==> config.mk <==
export PLATFORM = sky130hd
export DESIGN_NAME = mac_operand_sequencer
export DESIGN_NICKNAME = d
export VERILOG_FILES = /design/src/rtl/mac_pkg.sv /design/src/rtl/mac_operand_fifo.sv /design/src/rtl/mac_operand_sequencer.sv
export SDC_FILE = /design/constraint.sdc
export NUM_CORES = 1
export LEC_CHECK = 0
export ABC_AREA = 0
export CORE_UTILIZATION = 55
export CTS_CLUSTER_SIZE = 24
export DETAILED_ROUTE_END_ITERATION = 10
export DONT_BUFFER_PORTS = 1
export PLACE_DENSITY = 0.76
export SYNTH_ARGS = -nofsm -noshare
export SYNTH_HDL_FRONTEND = slang
export SYNTH_SLANG_ARGS = --single-unit
==> constraint.sdc <==
create_clock -name clk -period 2.8 [get_ports clk]
set_input_delay 0.56 -clock clk [delete_from_list [all_inputs] [get_ports clk]]
set_output_delay 0.56 -clock clk [all_outputs]
set_load 0.01 [all_outputs]
==> src/rtl/mac_pkg.sv <==
// Shared types for the MAC operand sequencer: default widths, FSM state
// encoding and the operand pair carried through the operand FIFO.
package mac_pkg;

    localparam int MAC_DATA_WIDTH = 8;
    localparam int MAC_ACC_WIDTH  = 16;

    typedef enum logic [1:0] {
        IDLE   = 2'd0,
        ISSUE  = 2'd1,
        WAIT   = 2'd2,
        OUTPUT = 2'd3
    } mac_seq_state_t;

    // Field widths are fixed here, so the top's DATA_WIDTH must match MAC_DATA_WIDTH.
    typedef struct packed {
        logic [MAC_DATA_WIDTH-1:0] a;
        logic [MAC_DATA_WIDTH-1:0] b;
    } mac_operand_t;

endpackage

==> src/rtl/mac_operand_fifo.sv <==
// Synchronous operand-pair FIFO. The head entry is readable combinationally,
// so an entry pushed in one cycle is visible at o_head the next cycle.
module mac_operand_fifo
    import mac_pkg::*;
#(
    parameter int DEPTH = 4
) (
    input  logic                     clk,
    input  logic                     rst,
    input  logic                     i_push,
    input  mac_operand_t             i_din,
    input  logic                     i_pop,
    output mac_operand_t             o_head,
    output logic [$clog2(DEPTH):0]   o_count,
    output logic                     o_full,
    output logic                     o_empty
);

    localparam int PTR_W = $clog2(DEPTH);

    mac_operand_t     r_mem [DEPTH];
    logic [PTR_W-1:0] r_wr_ptr;
    logic [PTR_W-1:0] r_rd_ptr;
    logic [PTR_W:0]   r_count;
    logic             w_push_ok;
    logic             w_pop_ok;

    assign w_push_ok = i_push & ~o_full;
    assign w_pop_ok  = i_pop & ~o_empty;

    // Storage carries no reset so it can map onto distributed RAM.
    always_ff @(posedge clk) begin
        if (w_push_ok) begin
            r_mem[r_wr_ptr] <= i_din;
        end
    end

    always_ff @(posedge clk) begin
        if (rst) begin
            r_wr_ptr <= '0;
            r_rd_ptr <= '0;
            r_count  <= '0;
        end else begin
            if (w_push_ok) begin
                r_wr_ptr <= r_wr_ptr + 1'b1;
            end
            if (w_pop_ok) begin
                r_rd_ptr <= r_rd_ptr + 1'b1;
            end
            case ({w_push_ok, w_pop_ok})
                2'b10:   r_count <= r_count + 1'b1;
                2'b01:   r_count <= r_count - 1'b1;
                default: r_count <= r_count;
            endcase
        end
    end

    assign o_head  = r_mem[r_rd_ptr];
    assign o_count = r_count;
    assign o_full  = (r_count == (PTR_W + 1)'(DEPTH));
    assign o_empty = (r_count == '0);

endmodule

==> src/rtl/mac_operand_sequencer.sv <==
// Streams operand pairs into a start/done MAC and streams its results back out.
// Optional watchdog in WAIT is built when MAC_SEQ_TIMEOUT_EN is defined.
module mac_operand_sequencer
    import mac_pkg::*;
#(
    parameter int DATA_WIDTH     = MAC_DATA_WIDTH,
    parameter int ACC_WIDTH      = MAC_ACC_WIDTH,
    parameter int DEPTH          = 4,
    parameter int TIMEOUT_CYCLES = 64
) (
    input  logic                  clk,
    input  logic                  rst,
    input  logic                  in_valid,
    output logic                  in_ready,
    input  logic [DATA_WIDTH-1:0] in_a,
    input  logic [DATA_WIDTH-1:0] in_b,
    output logic [DATA_WIDTH-1:0] mac_a,
    output logic [DATA_WIDTH-1:0] mac_b,
    output logic                  mac_start,
    input  logic [ACC_WIDTH-1:0]  mac_result,
    input  logic                  mac_done,
    output logic                  out_valid,
    input  logic                  out_ready,
    output logic [ACC_WIDTH-1:0]  out_data,
    output logic                  busy,
    output logic                  err
);

    localparam int CNT_W = $clog2(DEPTH) + 1;

    mac_seq_state_t        r_state;
    logic [DATA_WIDTH-1:0] r_mac_a;
    logic [DATA_WIDTH-1:0] r_mac_b;
    logic                  r_mac_start;
    logic                  r_out_valid;
    logic [ACC_WIDTH-1:0]  r_out_data;

    mac_operand_t          w_din;
    mac_operand_t          w_head;
    logic [CNT_W-1:0]      w_count;
    logic                  w_full;
    logic                  w_empty;
    logic                  w_push;
    logic                  w_pop;

    // in_ready looks only at the registered fill level: a pop in the same
    // cycle never opens a slot for a push at full.
    assign in_ready = ~rst & ~w_full;
    assign w_push   = in_valid & in_ready;
    assign w_pop    = (r_state == IDLE) & ~w_empty;
    assign w_din    = {in_a, in_b};

    mac_operand_fifo #(
        .DEPTH   (DEPTH)
    ) u_fifo (
        .clk     (clk),
        .rst     (rst),
        .i_push  (w_push),
        .i_din   (w_din),
        .i_pop   (w_pop),
        .o_head  (w_head),
        .o_count (w_count),
        .o_full  (w_full),
        .o_empty (w_empty)
    );

`ifdef MAC_SEQ_TIMEOUT_EN
    localparam int TO_W = $clog2(TIMEOUT_CYCLES + 1);

    logic [TO_W-1:0] r_wait_cnt;
    logic            r_err;
`endif

    always_ff @(posedge clk) begin
        if (rst) begin
            r_state     <= IDLE;
            r_mac_a     <= '0;
            r_mac_b     <= '0;
            r_mac_start <= 1'b0;
            r_out_valid <= 1'b0;
            r_out_data  <= '0;
`ifdef MAC_SEQ_TIMEOUT_EN
            r_wait_cnt  <= '0;
            r_err       <= 1'b0;
`endif
        end else begin
            case (r_state)
                IDLE: begin
                    if (!w_empty) begin
                        r_mac_a     <= w_head.a;
                        r_mac_b     <= w_head.b;
                        r_mac_start <= 1'b1;
                        r_state     <= ISSUE;
                    end
                end
                ISSUE: begin
                    r_mac_start <= 1'b0;
                    r_state     <= WAIT;
`ifdef MAC_SEQ_TIMEOUT_EN
                    r_wait_cnt  <= '0;
`endif
                end
                WAIT: begin
                    if (mac_done) begin
                        r_out_data  <= mac_result;
                        r_out_valid <= 1'b1;
                        r_state     <= OUTPUT;
`ifdef MAC_SEQ_TIMEOUT_EN
                    end else if (r_wait_cnt == TO_W'(TIMEOUT_CYCLES - 1)) begin
                        // Operation abandoned: no result is produced for it.
                        r_err       <= 1'b1;
                        r_state     <= IDLE;
                    end else begin
                        r_wait_cnt  <= r_wait_cnt + 1'b1;
`endif
                    end
                end
                OUTPUT: begin
                    if (out_ready) begin
                        r_out_valid <= 1'b0;
                        r_state     <= IDLE;
                    end
                end
                default: begin
                    r_state <= IDLE;
                end
            endcase
        end
    end

    assign mac_a     = r_mac_a;
    assign mac_b     = r_mac_b;
    assign mac_start = r_mac_start;
    assign out_valid = r_out_valid;
    assign out_data  = r_out_data;
    assign busy      = (r_state != IDLE) | ~w_empty;

`ifdef MAC_SEQ_TIMEOUT_EN
    assign err = r_err;
`else
    // Without the watchdog err is constant 0; the comparison just keeps the
    // timeout parameter referenced in this build.
    assign err = (TIMEOUT_CYCLES < 0);
`endif

endmodule

==> metrics.txt <==
core footprint=a little under 7000 um^2; Max Slew Vio Count=0; vias in the first global route=2057; IO Count=74; largest net degree at the start of global routing=33; # Max-Cap Violations=0; hold path depth=1; Top FF cell, synth=edfxtp_1; Synth Cell Area=4050 um^2; Diodes inserted=0; Final Hold Viols=0; post-detail-place hpwl=4.24 mm; Bufs on Longest Clock Path=2; CTS Buf Count=9; wire per inst=roughly 18 um; post-synthesis register bit count=~110; top cells by area, synth=edfxtp_1 47%, dfxtp_1 21%, mux4_2 8.9%; Netlist cell types=34; fmax=420 MHz; Area Growth Syn to Fin=6.67%; die width=87.8 um; Via Count=2046; GRT Total Usage=0.182; Starting Density=0.583; status=complete, no violations; Tightest Pin Transition=between 0.8 and 0.9 ns; remaining global-route overflow=0; WL final=~6.5 mm; Worst-Skew Late Latency=0.35 ns; Seq/Total Area, Yosys=0.687; worst min-delay path class=in2reg; Pleak=around 0.0014 uW; filler cell count=525; r2r startpoint=u_fifo.o_count[0]; Hold Startpoint=rst; first-pass GRT wire length=10.2 mm; R2R setup slack=0.42 ns; CP Data Required Time=a little over 3 ns; initial antenna violation count=0; setup_tns=0 ns; Avg Inst Size Synth=15.4 um^2; Sink Count=107; share of cells above drive strength 1=0.148; H-tree Lvls=3; Compound-Gate Fraction of Synth Area=0.0713; nets=313; post-synthesis mux area share=0.0991; Worst-path clk slew=0.10 ns; Reg-to-Reg End=u_fifo.o_count[2]; row count=30; CTS resizes=0; Post-Syn Nets=311; drt via density=5.59; cells on worst reg2reg path=8; Synth top area share=0.474; Worst slew margin=0.450; crit path launch type=flop; RSZ-0062 raised after global routing=false; Worst setup EP type=flop; endpoints failing setup=0; Pwr per Cell Area=about 900 nW/um^2; Post-Synth XOR/XNOR Area=0.00865; die height=87.8 um; Hold WS=0.265 ns; CTS Root Cell=clkbuf_8; simple-gate share of the synthesized area=0.0704; fin util=0.622; largest family of logic cells by synthesized area=multiplexers; Post-Synth Adder-Cell Area=0.0358; Initial DRC Count=94; Max IR drop VDD=0.455 mV; number of buffers added for setup after CTS=0; cell count after synthesis=263; Final min period=2.38 ns; Post-DRT Antenna Nets=0; # hold bufs at CTS=0; Die Area=7710 um^2; GP Congestion=0.685; Yosys warning total=0; port buffer count=0; CTS tree=built; Post-synth ARST share=0; Worst Path Arrival=2.67 ns; crit path kind=reg2reg; Hold Crit Endpoint=out_data[2]; critical path fanouts, max=7; skew final=0.00844 ns; DRC viols=0; Yosys top cell by area=edfxtp_1; number of flops mapped to enable cells by yosys=64; Tot Pwr=3920 uW; period utilization=0.851; First-pass DRT Iterations=4
[stage by stage]
stage	cell area [um^2]	cells	setup slack, ns
after global routing	4320	366	0.241
after CTS	4320	366	0.412
after global placement	4130	350	0.546
after floorplan	4050	263	0.627
final	4320	366	0.417
after detailed placement	4130	350	0.465
[layout make-up]
type | instances | area [um^2] | area share
clock inverters | 4 | 50.0 | 0.0116
well taps | 96 | 120 | 0.0278
inverters | 7 | 26.3 | 0.00608
repair buffers | 5 | 37.5 | 0.00869
clock buffers | 12 | 145 | 0.0336
multi-input cells | 135 | 1160 | 0.268
flip-flops and latches | 107 | 2780 | 0.644
[cells in the mapped netlist (2+ instances only)]
cell type,n
a211oi_1,2
xor2_1,2
ha_1,10
nand2_1,33
a22o_1,16
xnor2_1,2
dfxtp_1,43
edfxtp_1,64
clkbuf_1,6
or3_1,2
nor2b_1,2
inv_1,7
buf_2,3
and2_1,5
mux4_2,16
mux2i_1,3
o21ai_0,2
nor2_1,7
buf_6,2
buf_4,3
a21oi_1,18
nand2b_1,3
[power by group]
group          total, uW  switching (uW)  internal [uW]
logic                868             427            442
registers           2130             224           1900
clock network        924             484            440
[cell usage in the layout, fill, tap and decap left out, drive strengths merged]
master	Yosys	layout
edfxtp	64	64
dfxtp	43	43
nand2	33	33
a21oi	18	18
mux4	16	16
a22o	16	16
clkbuf	6	12
ha	10	10
inv	7	8
nor2	8	8
and2	5	5
buf	8	5
nand2b	3	3
mux2i	3	3
nor2b	3	3
or3	2	2
a211oi	2	2
o21ai	2	2
xnor2	2	2
xor2	2	2
nor3b	2	2
clkinv	0	2
o31a	1	1
nor4b	1	1
o21bai	1	1
o311ai	1	1
mux2	1	1
nor4	1	1
fa	1	1
conb	1	1
bufinv	0	1
[per-layer routing]
metal,vias to the layer above,global-route usage,part of all wire
li1,965,-,-
met1,1012,0.216,0.41
met2,61,0.307,0.51
met3,8,0.0716,0.061
met4,0,0.0581,0.012
met5,-,0,0
[registers in the layout (all words and copies together) (netlist names)]
name             count
u_fifo.r_rd_ptr      2
out_data            16
mac_b                8
u_fifo.r_wr_ptr      2
out_valid            1
u_fifo.r_mem        64
r_state              2
mac_a                8
mac_start            1
u_fifo.o_count       3
[how the worst max path moves through the flow]
| stage | end | cells after the start | start |
|---|---|---|---|
| 3_3_place_gp | u_fifo.o_count[2] | 7 | rst |
| 4_1_cts | u_fifo.o_count[2] | 8 | u_fifo.o_count[0] |
| 2_1_floorplan | u_fifo.o_count[2] | 7 | rst |
| 5_1_grt | u_fifo.o_count[2] | 8 | u_fifo.o_count[0] |
| 6_report | u_fifo.o_count[2] | 8 | u_fifo.o_count[0] |
| 3_5_place_dp | u_fifo.o_count[2] | 8 | u_fifo.o_count[0] |
[worst max-delay path, cell delays in order (launching register included)]
cell and delay, ns:
dfxtp_1 0.47, nor3b_1 0.12, nor3b_2 0.40, inv_1 0.09, ha_1 0.25, fa_1 0.39
xnor2_1 0.15, or3_1 0.31, a21oi_1 0.14
[logic make-up after synthesis]
kind of cell | count (synthesis)
flip-flops | 107
AND/OR/NAND/NOR | 58
AO/OA/AOI/OAI | 41
buffers and inverters | 21
multiplexers | 20
adder cells (fa/ha/maj) | 11
XOR/XNOR | 4
other | 1
No activity file was read; power rests on OpenSTA's default activity.
